===== src/rtl/msg_auth_pkg.sv =====
// Shared types and constants for the message-authentication nonce scheduler.
package msg_auth_pkg;

    localparam int DEFAULT_CNTR_WIDTH = 32;

    typedef enum logic [1:0] {
        RUN     = 2'd0,
        LOAD    = 2'd1,
        EXHAUST = 2'd2
    } sched_state_e;

    // All-ones value of a counter of the given width (saturates at 64 bits).
    function automatic logic [63:0] cntr_max(input int unsigned width);
        if (width >= 64) begin
            return '1;
        end
        return (64'd1 << width) - 64'd1;
    endfunction

    localparam logic [DEFAULT_CNTR_WIDTH-1:0] CNTR_MAX = '1;

endpackage


===== src/rtl/counter.sv =====
// Sequence counter with an increment enable and a force (load) path that wins over it.
module counter #(
    parameter int WIDTH = 32
) (
    input  logic             clk,
    input  logic             resetn,
    input  logic             enable,
    input  logic             force_bit,
    input  logic [WIDTH-1:0] force_value,
    output logic [WIDTH-1:0] count
);

    logic [WIDTH-1:0] count_q;
    logic [WIDTH-1:0] count_d;

    // Force takes priority; otherwise step by one when enabled.
    always_comb begin
        count_d = count_q;
        if (force_bit) begin
            count_d = force_value;
        end else if (enable) begin
            count_d = count_q + WIDTH'(1);
        end
    end

    // Counter register.
    always_ff @(posedge clk or negedge resetn) begin
        if (!resetn) begin
            count_q <= '0;
        end else begin
            count_q <= count_d;
        end
    end

    assign count = count_q;

endmodule


===== src/rtl/nonce_sched_ctrl_rr_arbiter.sv =====
// Round-robin arbiter: picks the first requester at or after the pointer, one-hot out.
module rr_arbiter #(
    parameter int NUM_REQ = 4,
    parameter int PTR_W   = $clog2(NUM_REQ)
) (
    input  logic [NUM_REQ-1:0] req,
    input  logic [PTR_W-1:0]   ptr,
    output logic [NUM_REQ-1:0] grant
);

    logic             found;
    logic [PTR_W-1:0] idx;

    // Scan requesters starting at the pointer, wrapping around, and keep the first hit.
    always_comb begin
        grant = '0;
        found = 1'b0;
        idx   = '0;
        for (int i = 0; i < NUM_REQ; i++) begin
            idx = PTR_W'((int'(ptr) + i) % NUM_REQ);
            if (!found && req[idx]) begin
                grant[idx] = 1'b1;
                found      = 1'b1;
            end
        end
    end

endmodule


===== src/rtl/nonce_sched_ctrl.sv =====
// Nonce scheduler: shares one sequence counter between requesters, handles host
// resync/rekey loads through the counter's force path, and stops issuing at wrap.
module nonce_sched_ctrl
    import msg_auth_pkg::*;
#(
    parameter int CNTR_WIDTH  = DEFAULT_CNTR_WIDTH,
    parameter int NUM_REQ     = 4,
    parameter int WARN_MARGIN = 16,
    parameter int MONOTONIC   = 1
) (
    input  logic                  clk,
    input  logic                  resetn,
    input  logic [NUM_REQ-1:0]    req_valid,
    output logic [NUM_REQ-1:0]    gnt,
    output logic [CNTR_WIDTH-1:0] nonce,
    output logic                  nonce_valid,
    input  logic                  load_valid,
    input  logic [CNTR_WIDTH-1:0] load_value,
    output logic                  load_ack,
    output logic                  load_err,
    output logic                  near_wrap,
    output logic                  exhausted
);

    localparam int PTR_W = $clog2(NUM_REQ);
    localparam logic [CNTR_WIDTH-1:0] MAX_VAL     = CNTR_WIDTH'(cntr_max(CNTR_WIDTH));
    localparam logic [CNTR_WIDTH-1:0] WARN_THRESH = MAX_VAL - CNTR_WIDTH'(WARN_MARGIN);

    sched_state_e          state_q, state_d;
    logic [NUM_REQ-1:0]    gnt_q, gnt_d;
    logic [CNTR_WIDTH-1:0] nonce_q, nonce_d;
    logic [PTR_W-1:0]      ptr_q, ptr_d;
    logic [CNTR_WIDTH-1:0] load_val_q, load_val_d;
    logic                  load_ack_q, load_ack_d;
    logic                  load_err_q, load_err_d;
    logic                  near_wrap_q, near_wrap_d;
    logic                  exhausted_q, exhausted_d;

    logic [CNTR_WIDTH-1:0] count;
    logic [CNTR_WIDTH-1:0] eff_count;
    logic                  cnt_enable;
    logic                  cnt_force;
    logic [CNTR_WIDTH-1:0] cnt_force_value;
    logic [NUM_REQ-1:0]    arb_grant;
    logic                  load_take;
    logic                  load_ok;

    counter #(
        .WIDTH(CNTR_WIDTH)
    ) u_counter (
        .clk        (clk),
        .resetn     (resetn),
        .enable     (cnt_enable),
        .force_bit  (cnt_force),
        .force_value(cnt_force_value),
        .count      (count)
    );

    rr_arbiter #(
        .NUM_REQ(NUM_REQ),
        .PTR_W  (PTR_W)
    ) u_arbiter (
        .req  (req_valid),
        .ptr  (ptr_q),
        .grant(arb_grant)
    );

    // Counter controls and the counter value that will be visible next cycle; a grant
    // in flight bumps the counter at this edge, so decisions use the post-increment value.
    always_comb begin
        cnt_enable      = |gnt_q;
        cnt_force       = (state_q == LOAD);
        cnt_force_value = load_val_q;
        eff_count       = count + CNTR_WIDTH'(cnt_enable);
        load_take       = load_valid && (state_q != LOAD);
        load_ok         = load_take &&
                          ((MONOTONIC == 0) || (state_q == EXHAUST) || (load_value >= eff_count));
    end

    // State register.
    always_ff @(posedge clk or negedge resetn) begin
        if (!resetn) begin
            state_q <= RUN;
        end else begin
            state_q <= state_d;
        end
    end

    // Next state: loads win over everything, reaching MAX parks the scheduler.
    always_comb begin
        state_d = state_q;
        case (state_q)
            RUN: begin
                if (load_ok) begin
                    state_d = LOAD;
                end else if (!load_take && (eff_count == MAX_VAL)) begin
                    state_d = EXHAUST;
                end
            end
            LOAD: begin
                state_d = (load_val_q == MAX_VAL) ? EXHAUST : RUN;
            end
            EXHAUST: begin
                if (load_ok) begin
                    state_d = LOAD;
                end
            end
            default: begin
                state_d = RUN;
            end
        endcase
    end

    // Outputs for next cycle: grant only in RUN with no load and headroom left.
    always_comb begin
        gnt_d       = '0;
        nonce_d     = '0;
        ptr_d       = ptr_q;
        load_ack_d  = load_ok;
        load_err_d  = load_take && !load_ok;
        load_val_d  = load_ok ? load_value : load_val_q;
        near_wrap_d = (count >= WARN_THRESH);
        exhausted_d = (state_d == EXHAUST);
        if ((state_q == RUN) && !load_take && (eff_count != MAX_VAL)) begin
            gnt_d = arb_grant;
        end
        if (|gnt_d) begin
            nonce_d = eff_count;
        end
        for (int i = 0; i < NUM_REQ; i++) begin
            if (gnt_d[i]) begin
                ptr_d = (i == NUM_REQ - 1) ? '0 : PTR_W'(i + 1);
            end
        end
    end

    // Registered outputs and bookkeeping.
    always_ff @(posedge clk or negedge resetn) begin
        if (!resetn) begin
            gnt_q       <= '0;
            nonce_q     <= '0;
            ptr_q       <= '0;
            load_val_q  <= '0;
            load_ack_q  <= 1'b0;
            load_err_q  <= 1'b0;
            near_wrap_q <= 1'b0;
            exhausted_q <= 1'b0;
        end else begin
            gnt_q       <= gnt_d;
            nonce_q     <= nonce_d;
            ptr_q       <= ptr_d;
            load_val_q  <= load_val_d;
            load_ack_q  <= load_ack_d;
            load_err_q  <= load_err_d;
            near_wrap_q <= near_wrap_d;
            exhausted_q <= exhausted_d;
        end
    end

    assign gnt         = gnt_q;
    assign nonce       = nonce_q;
    assign nonce_valid = |gnt_q;
    assign load_ack    = load_ack_q;
    assign load_err    = load_err_q;
    assign near_wrap   = near_wrap_q;
    assign exhausted   = exhausted_q;

endmodule


===== config.mk =====
export PLATFORM = sky130hd
export DESIGN_NAME = nonce_sched_ctrl
export DESIGN_NICKNAME = d
export VERILOG_FILES = /design/src/rtl/msg_auth_pkg.sv /design/src/rtl/counter.sv /design/src/rtl/nonce_sched_ctrl_rr_arbiter.sv /design/src/rtl/nonce_sched_ctrl.sv
export SDC_FILE = /design/constraint.sdc
export NUM_CORES = 1
export LEC_CHECK = 0
export CAP_MARGIN = 0
export CORE_MARGIN = 4
export CORE_UTILIZATION = 50
export DETAILED_ROUTE_END_ITERATION = 10
export PLACE_DENSITY = 0.73
export REMOVE_ABC_BUFFERS = 1
export SYNTH_ARGS = -nofsm -noshare
export SYNTH_HDL_FRONTEND = slang
export SYNTH_HIERARCHICAL = 1
export SYNTH_SLANG_ARGS = --single-unit
export TNS_END_PERCENT = 20

===== constraint.sdc =====
create_clock -name clk -period 7.42 [get_ports clk]
set_clock_uncertainty 0.15 [all_clocks]
set_input_delay 1.113 -clock clk [delete_from_list [all_inputs] [get_ports clk]]
set_output_delay 1.113 -clock clk [all_outputs]
set_load 0.01 [all_outputs]

# Yosys cells after proc, flatten, opt, wreduce, memory -nomap -nowiden
# Index checks and enable logic that the tools add are counted.
# word_totals
elab_cells	95
register_bits	108
out_inout_bits	41
input_bits	39
# classes
mux	36
n_lt_le_gt_ge	10
add_sub_neg	5
n_bitwise	3
n_reduce_logical	24
eq_ne	7
# ops
operator	count
32-bit 2-to-1 mux	3
32-bit == test (second input constant)	2
32-bit by 1-bit adder with 32-bit output	1
32-bit by 1-bit adder with 32-bit output (second input constant)	1
32-bit >= comparator	1
32-bit >= comparator (second input constant)	1
32-bit != test (second input constant)	1
4-bit 2-to-1 mux	5
2-bit 2-to-1 mux	8
1-bit logical AND	13
2-bit by 3-bit less-than comparator with 1-bit output (second input constant)	4
4-bit OR	3
1-bit 2-to-1 mux	11
1-bit binary-select mux with 2-bit select	4
1-bit demux with 2-bit select	4
2-bit by 1-bit >= comparator with 1-bit output (second input constant)	4
4-bit OR reduction	2
2-bit case mux with 3 select lines	1
1-bit zero test	5
2-bit adder (second input constant)	2
2-bit == test (second input constant)	2
4-bit nonzero test	1
2-bit by 1-bit adder with 2-bit output (second input constant)	1
2-bit by 1-bit == test with 1-bit output (second input constant)	1
other kinds (4)	4

# Longest topological paths before layout
# Gate-level depths: netlist (run 1).
# depth
ltp_word	17
ltp_mapped	20
ltp_nobuf	16

# Modules after synthesis
# Netlist (run 1), hierarchy kept.
# by_module_without_submodules
mod	instances	area_each_um2	cells_per_inst	seq_area_each_um2
nonce_sched_ctrl	1	4428.0	433	1901.8
counter	1	1966.9	219	800.8
rr_arbiter	1	337.8	36	0.0

# Worst setup path before layout (run 1)
# OpenSTA, ideal clock, no wires.
# synth_path
kind	register to register
startpoint	register gnt_q[3] (netlist: gnt[3])
endpoint	register load_val_q[0] (netlist: cnt_force_value[0])
n_path_buf	4
arrival_time_ns	4.308
t_required_ns	7.145
stages_incl_launch_ff	20
setup_time_ns	0.125
period_less_slack_ns	4.583
slack_ns	2.837
path_cell_list	dfrtp_1 or4_1 ha_1 ha_1 buf_2 nand4_1 or2_0 clkbuf_2 nor3_1 xnor2_1 ha_1 a21o_1 a21oi_1 o21ai_0 a21o_1 o211ai_1 nor2b_1 clkbuf_1 clkbuf_1 mux2_2
# synth_via
elab_chain_len	5
# synth_rtl
element	line	source
from (decl)	nonce_sched_ctrl.sv:30	logic [NUM_REQ-1:0] gnt_q, gnt_d;
from (signal assigned)	nonce_sched_ctrl.sv:149	gnt_q <= gnt_d;
4-bit OR reduction	-	
via nonce_valid	nonce_sched_ctrl.sv:16	output logic nonce_valid,
32-bit by 1-bit adder with 32-bit output	nonce_sched_ctrl.sv:74	eff_count = count + CNTR_WIDTH'(cnt_enable);
32-bit >= comparator	nonce_sched_ctrl.sv:77	((MONOTONIC == 0) || (state_q == EXHAUST) || (load_value >= eff_count));
1-bit logical OR	nonce_sched_ctrl.sv:77	
1-bit logical AND	nonce_sched_ctrl.sv:76	load_ok = load_take &&
to (signal assigned)	nonce_sched_ctrl.sv:152	load_val_q <= load_val_d;
to (decl)	nonce_sched_ctrl.sv:33	logic [CNTR_WIDTH-1:0] load_val_q, load_val_d;
# The timed path passes the listed nets, and every way through them passes these cells.
# A chain may end at the register's enable or synchronous reset.

# Worst setup path after layout (run 1)
# layout_path
startpoint	register gnt_q[3] (netlist: gnt[3])
endpoint	register load_val_q[1] (netlist: cnt_force_value[1])
# layout_via
elab_chain_len	5
# layout_rtl
element	line	source
4-bit OR reduction	nonce_sched_ctrl.sv:71	cnt_enable = |gnt_q;
32-bit by 1-bit adder with 32-bit output	nonce_sched_ctrl.sv:74	
32-bit >= comparator	nonce_sched_ctrl.sv:77	
1-bit logical OR	nonce_sched_ctrl.sv:77	
1-bit logical AND	nonce_sched_ctrl.sv:76	
# Every way passes these cells.

==> run metrics, run 1 <==
starting density of the core 0.510; die area ~15000 um^2; type of element capturing the critical path flip-flop; Required @ worst endpoint 7.51 ns; WHS Path Cells 1; CP Launch Point gnt[3]; unrepaired setup endpoints after global routing false; initial antenna violation count 0; chip height 124 um; setup TNS 0 ns; root cell of the clock tree clkbuf_16; max-cap viol count 0; number of flops mapped to enable cells by yosys 0; status completed; launch point of the worst hold path state_q[0]; post-synthesis register bit count roughly 110; Residual DRC 0; H-tree Lvls 3; async set-or-reset flop fraction in the synthesized netlist 1.00; Hold Vio Cnt, Final 0; Tightest Pin Transition between 0.8 and 0.9 ns; hold_buf cts 0; type of origin of the critical path flip-flop; DPL Wire Length about 14 mm; clock-pin slew on the worst setup and hold paths 0.07 ns; CTS sink cnt 108; Post-DP Area 7640 um^2; synthesis warning total 6; post-route cell area 8010 um^2; reg2reg path depth 16; most frequent cells in the layout 108 x dfrtp_1, 78 x clkdlybuf4s50_1, 67 x nor2_1; Max Fclk 0.180 GHz; final antenna-violating net count 0; Pre-Repair DR Iteration Count 5; most common cell after layout, fill and taps aside dfrtp_1; gpl congestion between 0.9 and 1; Final period util 0.748; Lkg Pwr 3.24 nW; worst-path fanout max 18; vias in the first global route just under 6000; critical path class flip-flop to flip-flop; top cells by area, synth dfrtp_1 40%, ha_1 7.6%, mux2_2 5.4%; r2r endpoint cnt_force_value[1]; first-pass GRT wire length about 31 mm; clock buffer depth 2; PD cells 402 nW/um^2; num rows between 40 and 50; routed vias 5750; CTS buffer count 9; P&R area growth vs syn 19.0%; core area about 13000 um^2; total grt overflow 0; Cell Area, Synth 6730 um^2; Worst R2R Setup Slack around 1.9 ns; Tot Pwr 3.22 mW; Final Util 0.607; largest net degree at the start of global routing 56; DR vias/cell 6.14; Yosys top cell area share 0.401; reg-to-reg critical path startpoint gnt[3]; Final Setup Violations 0; Final Max Tran Viols 0; gr usage total 0.257; CTS resizes 0; Seq/Total Area, Yosys 0.401; VDD IR-drop max 0.000198 V; drt initial violations 532; final wirelength between 15 and 20 mm; Avg Inst Size Synth 9.79 um^2; IO buf count 79; CP arrival 5.63 ns; io pins 80; Post-Synthesis Cells just under 700; Synth cell types 72; # diodes 0; DIE WIDTH 124 um; ys flop type dfrtp_1; Post-CTS Setup Inserts 0; leading area contributor after synthesis dfrtp_1; nets 835; hold crit path type flip-flop to flip-flop; clk_lat worst skew about 0.35 ns; post-layout min period 5.55 ns; Hold Path End state_q[0]; relative slew slack 0.429; CTS tree yes; routed len/inst 20.1 um; layout cells sized above 1 0.109
[where the power goes]
group	total [mW]	internal, mW	switching (mW)
Combinational	1.42	0.690	0.733
Sequential	1.21	0.849	0.358
Clock	0.593	0.374	0.219
[cell type report]
| class | instances | area, um^2 |
|---|---|---|
| clock buffer | 10 | 239 |
| clock inverter | 6 | 134 |
| fill | 1109 | 5180 |
| inverter | 20 | 75.1 |
| multi-input combinational | 532 | 3820 |
| sequential | 108 | 2700 |
| tap | 176 | 220 |
| timing repair buffer | 84 | 826 |
[critical path: stages, from the launching register on]
cell      delay (ns)
dfrtp_1         0.37
or4_1           0.67
ha_1            0.33
ha_1            0.34
nand4_1         0.31
or2_0           0.40
nor3_1          0.11
xnor2_1         0.17
ha_1            0.33
a21o_1          0.12
a21oi_1         0.05
o21ai_0         0.23
a21o_1          0.18
o211ai_1        0.12
nor2b_2         0.70
buf_4           0.43
mux2_2          0.38
[sequential cells by signal, indices dropped and copies added, names as in the netlist]
register         count
ptr_q                2
load_err             1
u_counter/count     32
cnt_force_value     32
nonce               32
gnt                  4
load_ack             1
exhausted            1
near_wrap            1
state_q              2
[worst max path at each step]
stage	to	slack, ns	depth (start not counted)
floorplan	cnt_force_value[0]	1.94	15
global placement	cnt_force_value[0]	2.21	16
detailed placement	cnt_force_value[1]	1.96	16
CTS	cnt_force_value[1]	1.93	16
global route	cnt_force_value[4]	1.57	16
finish	cnt_force_value[1]	1.87	16
[stage by stage]
stage          cells  hold slack, ns  worst slack (ns)
2_1_floorplan    660           0.295              1.94
3_3_place_gp     920           0.316              2.21
3_5_place_dp     920           0.322              1.96
4_1_cts          936           0.343              1.93
5_1_grt          936           0.383              1.57
6_report         936           0.344              1.87
[cells by family after synthesis]
logic type | share of synthesized area
buffers and inverters | 0.0321
multiplexers | 0.0695
XOR/XNOR | 0.0533
AO/OA/AOI/OAI | 0.128
AND/OR/NAND/NOR | 0.239
adder cells (fa/ha/maj) | 0.0762
flip-flops | 0.401
[synth_stat cells, types with 3 or more instances]
master and number:
a21o_1 13, a21o_2 4, a21oi_1 15, a31oi_1 18, and2_1 6, and3_1 11
and4_1 9, buf_2 10, clkbuf_1 13, dfrtp_1 108, ha_1 41, inv_1 20
mux2_2 32, nand2_1 55, nand2b_1 5, nand3_1 23, nand3_2 3, nand4_1 37
nor2_1 67, nor2b_1 6, nor3_1 13, nor4_1 8, o211ai_1 11, o21ai_0 27
o31ai_1 10, or2_2 4, or3_1 8, or4_1 14, xnor2_1 16, xor2_1 25
[routing by layer]
layer / up-vias / part of all wire / GRT usage
li1: 2688 / - / -
met1: 2810 / 0.44 / 0.350
met2: 211 / 0.48 / 0.409
met3: 41 / 0.051 / 0.0450
met4: 0 / 0.031 / 0.0999
met5: - / 0 / 0
(Power assumes the default switching activity.)
==> run 2: changes to the inputs <==
- PLACE_DENSITY: 0.73 -> 0.75
- clock period: 7.42 -> 4.58 ns (I/O delays scaled with it)
==> run 2 against run 1 <==
Against the previous run: clock power is 42% higher; global-route usage hardly changed; utilization is 1.2 points higher; die area stayed put; count of clock-buffer cells in the layout stayed put; largest cell class unchanged.
==> run metrics, run 2 (synthesis results as in run 1) <==
status completed (unchanged); FF+latch area 2700 um^2 (unchanged); Tightest Pin Transition 1.04 ns (was 0.852 ns); Final Max Tran Viols 0 (unchanged); Tot Pwr 5.25 mW (was 3.22 mW); DIE WIDTH 124 um (unchanged); gpl congestion 0.936 (was 0.935); CP Cell Sequence or4_1 > ha_1 > and2_1 > nand4_1 > buf_4 > nor2_1 > xnor2_1 > ha_1 > a21o_1 > a21o_1 > a21oi_1 > o211ai_1 > o211ai_1 > o2111ai_1 > nor2b_2 > buf_4 > mux2_2 (was or4_1 > ha_1 > ha_1 > nand4_1 > or2_0 > nor3_1 > xnor2_1 > ha_1 > a21o_1 > a21oi_1 > o21ai_0 > a21o_1 > o211ai_1 > nor2b_2 > buf_4 > mux2_2); DR vias/cell 6.07 (was 6.14); P&R area growth vs syn 21.3% (was 19.0%); delay-heaviest family, CP simple AND/OR/NAND/NOR gates (unchanged); clock buffer depth 2 (unchanged); PD cells 642 nW/um^2 (was 402 nW/um^2); Hold Vio Cnt, Final 0 (unchanged); H-tree Lvls 3 (unchanged); layout cells sized above 1 0.140 (was 0.109); Setup WS post-layout 0.237 ns (was 1.87 ns); CTS buffer count 9 (unchanged); starting density of the core 0.510 (unchanged); max-cap viol count 0 (unchanged); core area 13200 um^2 (unchanged); # diodes 0 (unchanged); hold crit path type flip-flop to flip-flop (unchanged); Final Setup Violations 0 (unchanged); Worst R2R Setup Slack 0.24 ns (was 1.87 ns); Hold Slack 0.331 ns (was 0.344 ns); relative slew slack 0.310 (was 0.429); Required @ worst endpoint 4.68 ns (was 7.51 ns); type of element capturing the critical path flip-flop (unchanged); io pins 80 (unchanged); Lkg Pwr 3.34 nW (was 3.24 nW); final std cells w/o fill 962 (was 936); CTS sink cnt 108 (unchanged); Pre-Repair DR Iteration Count 5 (unchanged); root cell of the clock tree clkbuf_16 (unchanged); IO buf count 79 (unchanged); number of placed cells counting well taps 944 (was 920); clk_lat worst skew 0.36 ns (was 0.35 ns); most frequent cells in the layout 108 x dfrtp_1, 78 x clkdlybuf4s50_1, 67 x nor2_1 (unchanged); unrepaired setup endpoints after global routing false (unchanged); critical path class flip-flop to flip-flop (unchanged); CTS tree yes (unchanged); first-pass GRT wire length 30.4 mm (was 30.5 mm); Residual DRC 0 (unchanged); Bufs and invs on worst path 2 (was 1); hold_buf cts 0 (unchanged); routed len/inst 19.9 um (was 20.1 um); Place WS -0.0522 ns (was 1.96 ns); clock-pin slew on the worst setup and hold paths 0.07 ns (about the same); routed vias 5843 (was 5750); num rows 42 (unchanged); final antenna-violating net count 0 (unchanged); VDD IR-drop max 0.000306 V (was 0.000198 V); largest net degree at the start of global routing 82 (was 56); initial antenna violation count 0 (unchanged); gr usage total 0.257 (about the same); worst-path fanout max 23 (was 18); vias in the first global route 5813 (was 5774); Final period util 0.948 (was 0.748); Max Fclk 0.230 GHz (was 0.180 GHz); CP arrival 4.44 ns (was 5.63 ns); drt initial violations 528 (was 532); CP max stage cell or4_1 (was nor2b_2); total grt overflow 0 (unchanged); most common cell after layout, fill and taps aside dfrtp_1 (unchanged); fill cell count 1122 (was 1109); post-route cell area 8170 um^2 (was 8010 um^2); chip height 124 um (unchanged); post-layout min period 4.34 ns (was 5.55 ns); Post-DP Area 7820 um^2 (was 7640 um^2); nets 861 (was 835); Critical Path Max Stage Delay 0.54 ns (was 0.70 ns); final wirelength 19.1 mm (was 18.8 mm); type of origin of the critical path flip-flop (unchanged); DPL Wire Length 14.3 mm (was 14.0 mm); die area 15400 um^2 (unchanged); area of the multi-input gates 3830 um^2 (was 3820 um^2)
[run 2: cell types whose count changed in the layout (fill, tap and decap cells not counted), sizes merged]
cell	previous run	this run
buf	6	32
inv	21	20
clkinv	1	2
clkinvlp	0	2
bufinv	4	2
[run 2: where the power goes]
part           switching, mW  internal, mW  leakage (nW)  total (mW)
sequential             0.421          1.38          1.33        1.80
clock                  0.365         0.480         0.149       0.845
combinational           1.38          1.22          1.87        2.60
total                   2.17          3.08          3.34        5.25
[run 2: final cells by class]
cell class / instances / area share
clock buffers: 10 / 0.0280
flip-flops and latches: 108 / 0.331
well taps: 176 / 0.0270
multi-input cells: 532 / 0.469
inverters: 20 / 0.00919
clock inverters: 6 / 0.0109
repair buffers: 110 / 0.125
[run 2: worst paths after layout]
path	from	to	cells past startpoint
max in group asynchronous	resetn	u_counter/count[28]	2
setup / recovery	gnt[2]	cnt_force_value[13]	17
hold reg to reg	state_q[0]	state_q[0]	1
min in group asynchronous	resetn	u_counter/count[7]	1
setup reg to reg	gnt[2]	cnt_force_value[13]	17
hold / removal	state_q[0]	state_q[0]	1
[run 2: metal layers]
layer  part of all wire  wire length (um)  GRT usage  up-vias
li1                   -                 -          -     2745
met1               0.43              8220      0.342     2890
met2               0.49              9440      0.431      179
met3              0.056              1070     0.0345       29
met4              0.019               369     0.0890        0
met5                  0                 0          0        -
[run 2: worst register-to-register path: cells and delay by family (launching register included)]
kind	cells	cell delay [ns]
buffers and inverters	2	0.39
AOI/OAI and AO/OA	6	0.98
DFF	1	0.39
muxes	1	0.34
and+or+nand+nor	5	1.16
xor gates and xnor gates	1	0.22
adders and majority gates	2	0.59
[run 2: timing repair]
| item | CTS | global route |
|---|---|---|
| setup buffers | 2 | 0 |
| pin swaps | 1 | 0 |
| endpoints found under the hold margin | 0 | 0 |
| setup endpoints to repair | 22 | 30 |
| gates resized for setup | 0 | 3 |
[run 2: stage by stage]
stage | TNS (ns) | utilization
floorplan | -29.43 | -
global placement | 0 | 0.593
detailed placement | -0.911 | 0.593
CTS | 0 | 0.618
global route | 0 | 0.619
finish | 0 | 0.619
==> run 3: changes to the inputs <==
- CORE_ASPECT_RATIO: not set -> 1.4
- CORE_UTILIZATION: 50 -> 51
- CTS_CLUSTER_SIZE: not set -> 12
- PLACE_DENSITY: 0.75 -> 0.77
==> run 3 against run 2 <==
Against the previous run: flip-flop and latch count stayed put; worst hold slack worse by 0.24 ns; sequential share of layout area is 0.37 points lower; total power is 1.9% higher; critical path type unchanged.
==> run metrics, run 3 (synthesis results as in run 1) <==
Worst R2R Setup Slack 0.26 ns (was 0.24 ns); Required @ worst endpoint 4.65 ns (was 4.68 ns); DIE WIDTH 105 um (was 124 um); drt initial violations 390 (was 528); total grt overflow 0 (unchanged); Final Max Tran Viols 0 (unchanged); num rows 49 (was 42); relative slew slack 0.530 (was 0.310); Pre-Repair DR Iteration Count 5 (unchanged); reg2reg path depth 12 (was 17); max-cap viol count 0 (unchanged); gr usage total 0.268 (was 0.257); die area 15100 um^2 (was 15400 um^2); core area 12900 um^2 (was 13200 um^2); vias in the first global route 6106 (was 5813); DR vias/cell 6.26 (was 6.07); most common cell after layout, fill and taps aside dfrtp_1 (unchanged); Tightest Pin Transition 0.706 ns (was 1.04 ns); IO buf count 79 (unchanged); Hold Slack 0.0943 ns (was 0.331 ns); clk_lat worst skew 0.35 ns (was 0.36 ns); nets 877 (was 861); type of element capturing the critical path flip-flop (unchanged); layout cells sized above 1 0.153 (was 0.140); Hold Vio Cnt, Final 0 (unchanged); Final period util 0.944 (was 0.948); unrepaired setup endpoints after global routing false (unchanged); initial antenna violation count 0 (unchanged); Setup WS post-layout 0.257 ns (was 0.237 ns); most frequent cells in the layout 108 x dfrtp_1, 78 x clkdlybuf4s50_1, 67 x nor2_1 (unchanged); post-layout min period 4.32 ns (was 4.34 ns); P&R area growth vs syn 22.7% (was 21.3%); reg-to-reg critical path startpoint gnt[3] (was gnt[2]); root cell of the clock tree clkbuf_16 (unchanged); chip height 144 um (was 124 um); io pins 80 (unchanged); PD cells 647 nW/um^2 (was 642 nW/um^2); status completed (unchanged); final antenna-violating net count 0 (unchanged); CTS tree yes (unchanged); gpl congestion 1.01 (was 0.936); H-tree Lvls 3 (unchanged); Place WS -0.149 ns (was -0.0522 ns); routed vias 5982 (was 5843); final wirelength 19.6 mm (was 19.1 mm); Critical Path Max Stage Delay 0.55 ns (was 0.54 ns); starting density of the core 0.523 (was 0.510); Residual DRC 0 (unchanged); CP Cell Sequence or4_1 > ha_1 > ha_1 > buf_4 > xnor2_1 > or3_1 > or4_1 > a2111oi_2 > nand4_2 > nand3_1 > buf_4 > nor2_1 (was or4_1 > ha_1 > and2_1 > nand4_1 > buf_4 > nor2_1 > xnor2_1 > ha_1 > a21o_1 > a21o_1 > a21oi_1 > o211ai_1 > o211ai_1 > o2111ai_1 > nor2b_2 > buf_4 > mux2_2); type of origin of the critical path flip-flop (unchanged); worst-path fanout max 16 (was 23); VDD IR-drop max 0.000380 V (was 0.000306 V); # diodes 0 (unchanged); DPL Wire Length 14.8 mm (was 14.3 mm); r2r endpoint nonce[29] (was cnt_force_value[13]); first-pass GRT wire length 32.0 mm (was 30.4 mm); Max Fclk 0.231 GHz (was 0.230 GHz); hold_buf cts 0 (unchanged); hold crit path type input port to asynchronous set/reset pin (was flip-flop to flip-flop); Final Setup Violations 0 (unchanged); CP arrival 4.39 ns (was 4.44 ns); CTS sink cnt 108 (unchanged); routed len/inst 20.6 um (was 19.9 um); clock-pin slew on the worst setup and hold paths 0.07 ns (about the same); clock buffer depth 2 (unchanged); Lkg Pwr 3.42 nW (was 3.34 nW); critical path class flip-flop to flip-flop (unchanged); CP max stage cell or4_1 (unchanged); CTS buffer count 9 (unchanged); largest net degree at the start of global routing 57 (was 82)
==> run 3: power by group <==
group	leakage, nW	switching (mW)	internal, mW
clock	0.155	0.357	0.483
sequential	1.33	0.378	1.38
combinational	1.94	1.46	1.29
==> run 3: through the flow <==
step	setup TNS, ns	std cells	util	area [um^2]	power, mW
after floorplan	-29.43	660	-	6590	3.27
after global placement	-1.27	936	0.615	7920	4.35
after detailed placement	-2.77	936	0.615	7920	4.47
after CTS	0	952	0.640	8240	5.35
after global routing	0	955	0.641	8260	5.72
final	0	955	0.641	8260	5.35
==> run 3: worst max path at each step <==
stage / start / endpoint / slack, ns / depth (start not counted)
2_1_floorplan: gnt[3] / cnt_force_value[0] / -0.90 / 15
5_1_grt: gnt[3] / nonce[29] / 0.06 / 12
6_report: gnt[3] / nonce[29] / 0.26 / 12
3_3_place_gp: gnt[3] / cnt_force_value[5] / -0.07 / 14
4_1_cts: gnt[3] / cnt_force_value[12] / 0.06 / 17
3_5_place_dp: gnt[3] / cnt_force_value[30] / -0.15 / 14
==> run 3: area by class of cell <==
type	instances	area (um^2)
repair buffers	126	1150
flip-flops and latches	108	2700
clock inverters	5	82.6
clock buffers	11	233
inverters	20	75.1
fillers	1041	4620
multi-input cells	532	3820
well taps	153	191
==> run 3: repair_timing <==
action	4_1_cts	5_1_grt
gates resized for setup	1	1
setup buffers	0	3
setup endpoints to repair	20	32
gates cloned	0	0
pin swaps	0	1
==> run 3: worst max-delay path, delay by kind of cell, from the launching register on <==
kind,cells,cell delay [ns]
flip-flops,1,0.38
buffers and inverters,2,0.43
AND/OR/NAND/NOR,6,2.02
XOR/XNOR,1,0.18
AO/OA/AOI/OAI,1,0.51
adder cells (fa/ha/maj),2,0.51
==> run 3: metal layers <==
| metal | routed length [um] | up-vias | GRT usage |
|---|---|---|---|
| li1 | - | 2775 | - |
| met1 | 7610 | 2935 | 0.320 |
| met2 | 10300 | 217 | 0.486 |
| met3 | 1000 | 55 | 0.0422 |
| met4 | 696 | 0 | 0.104 |
| met5 | 0 | - | 0 |
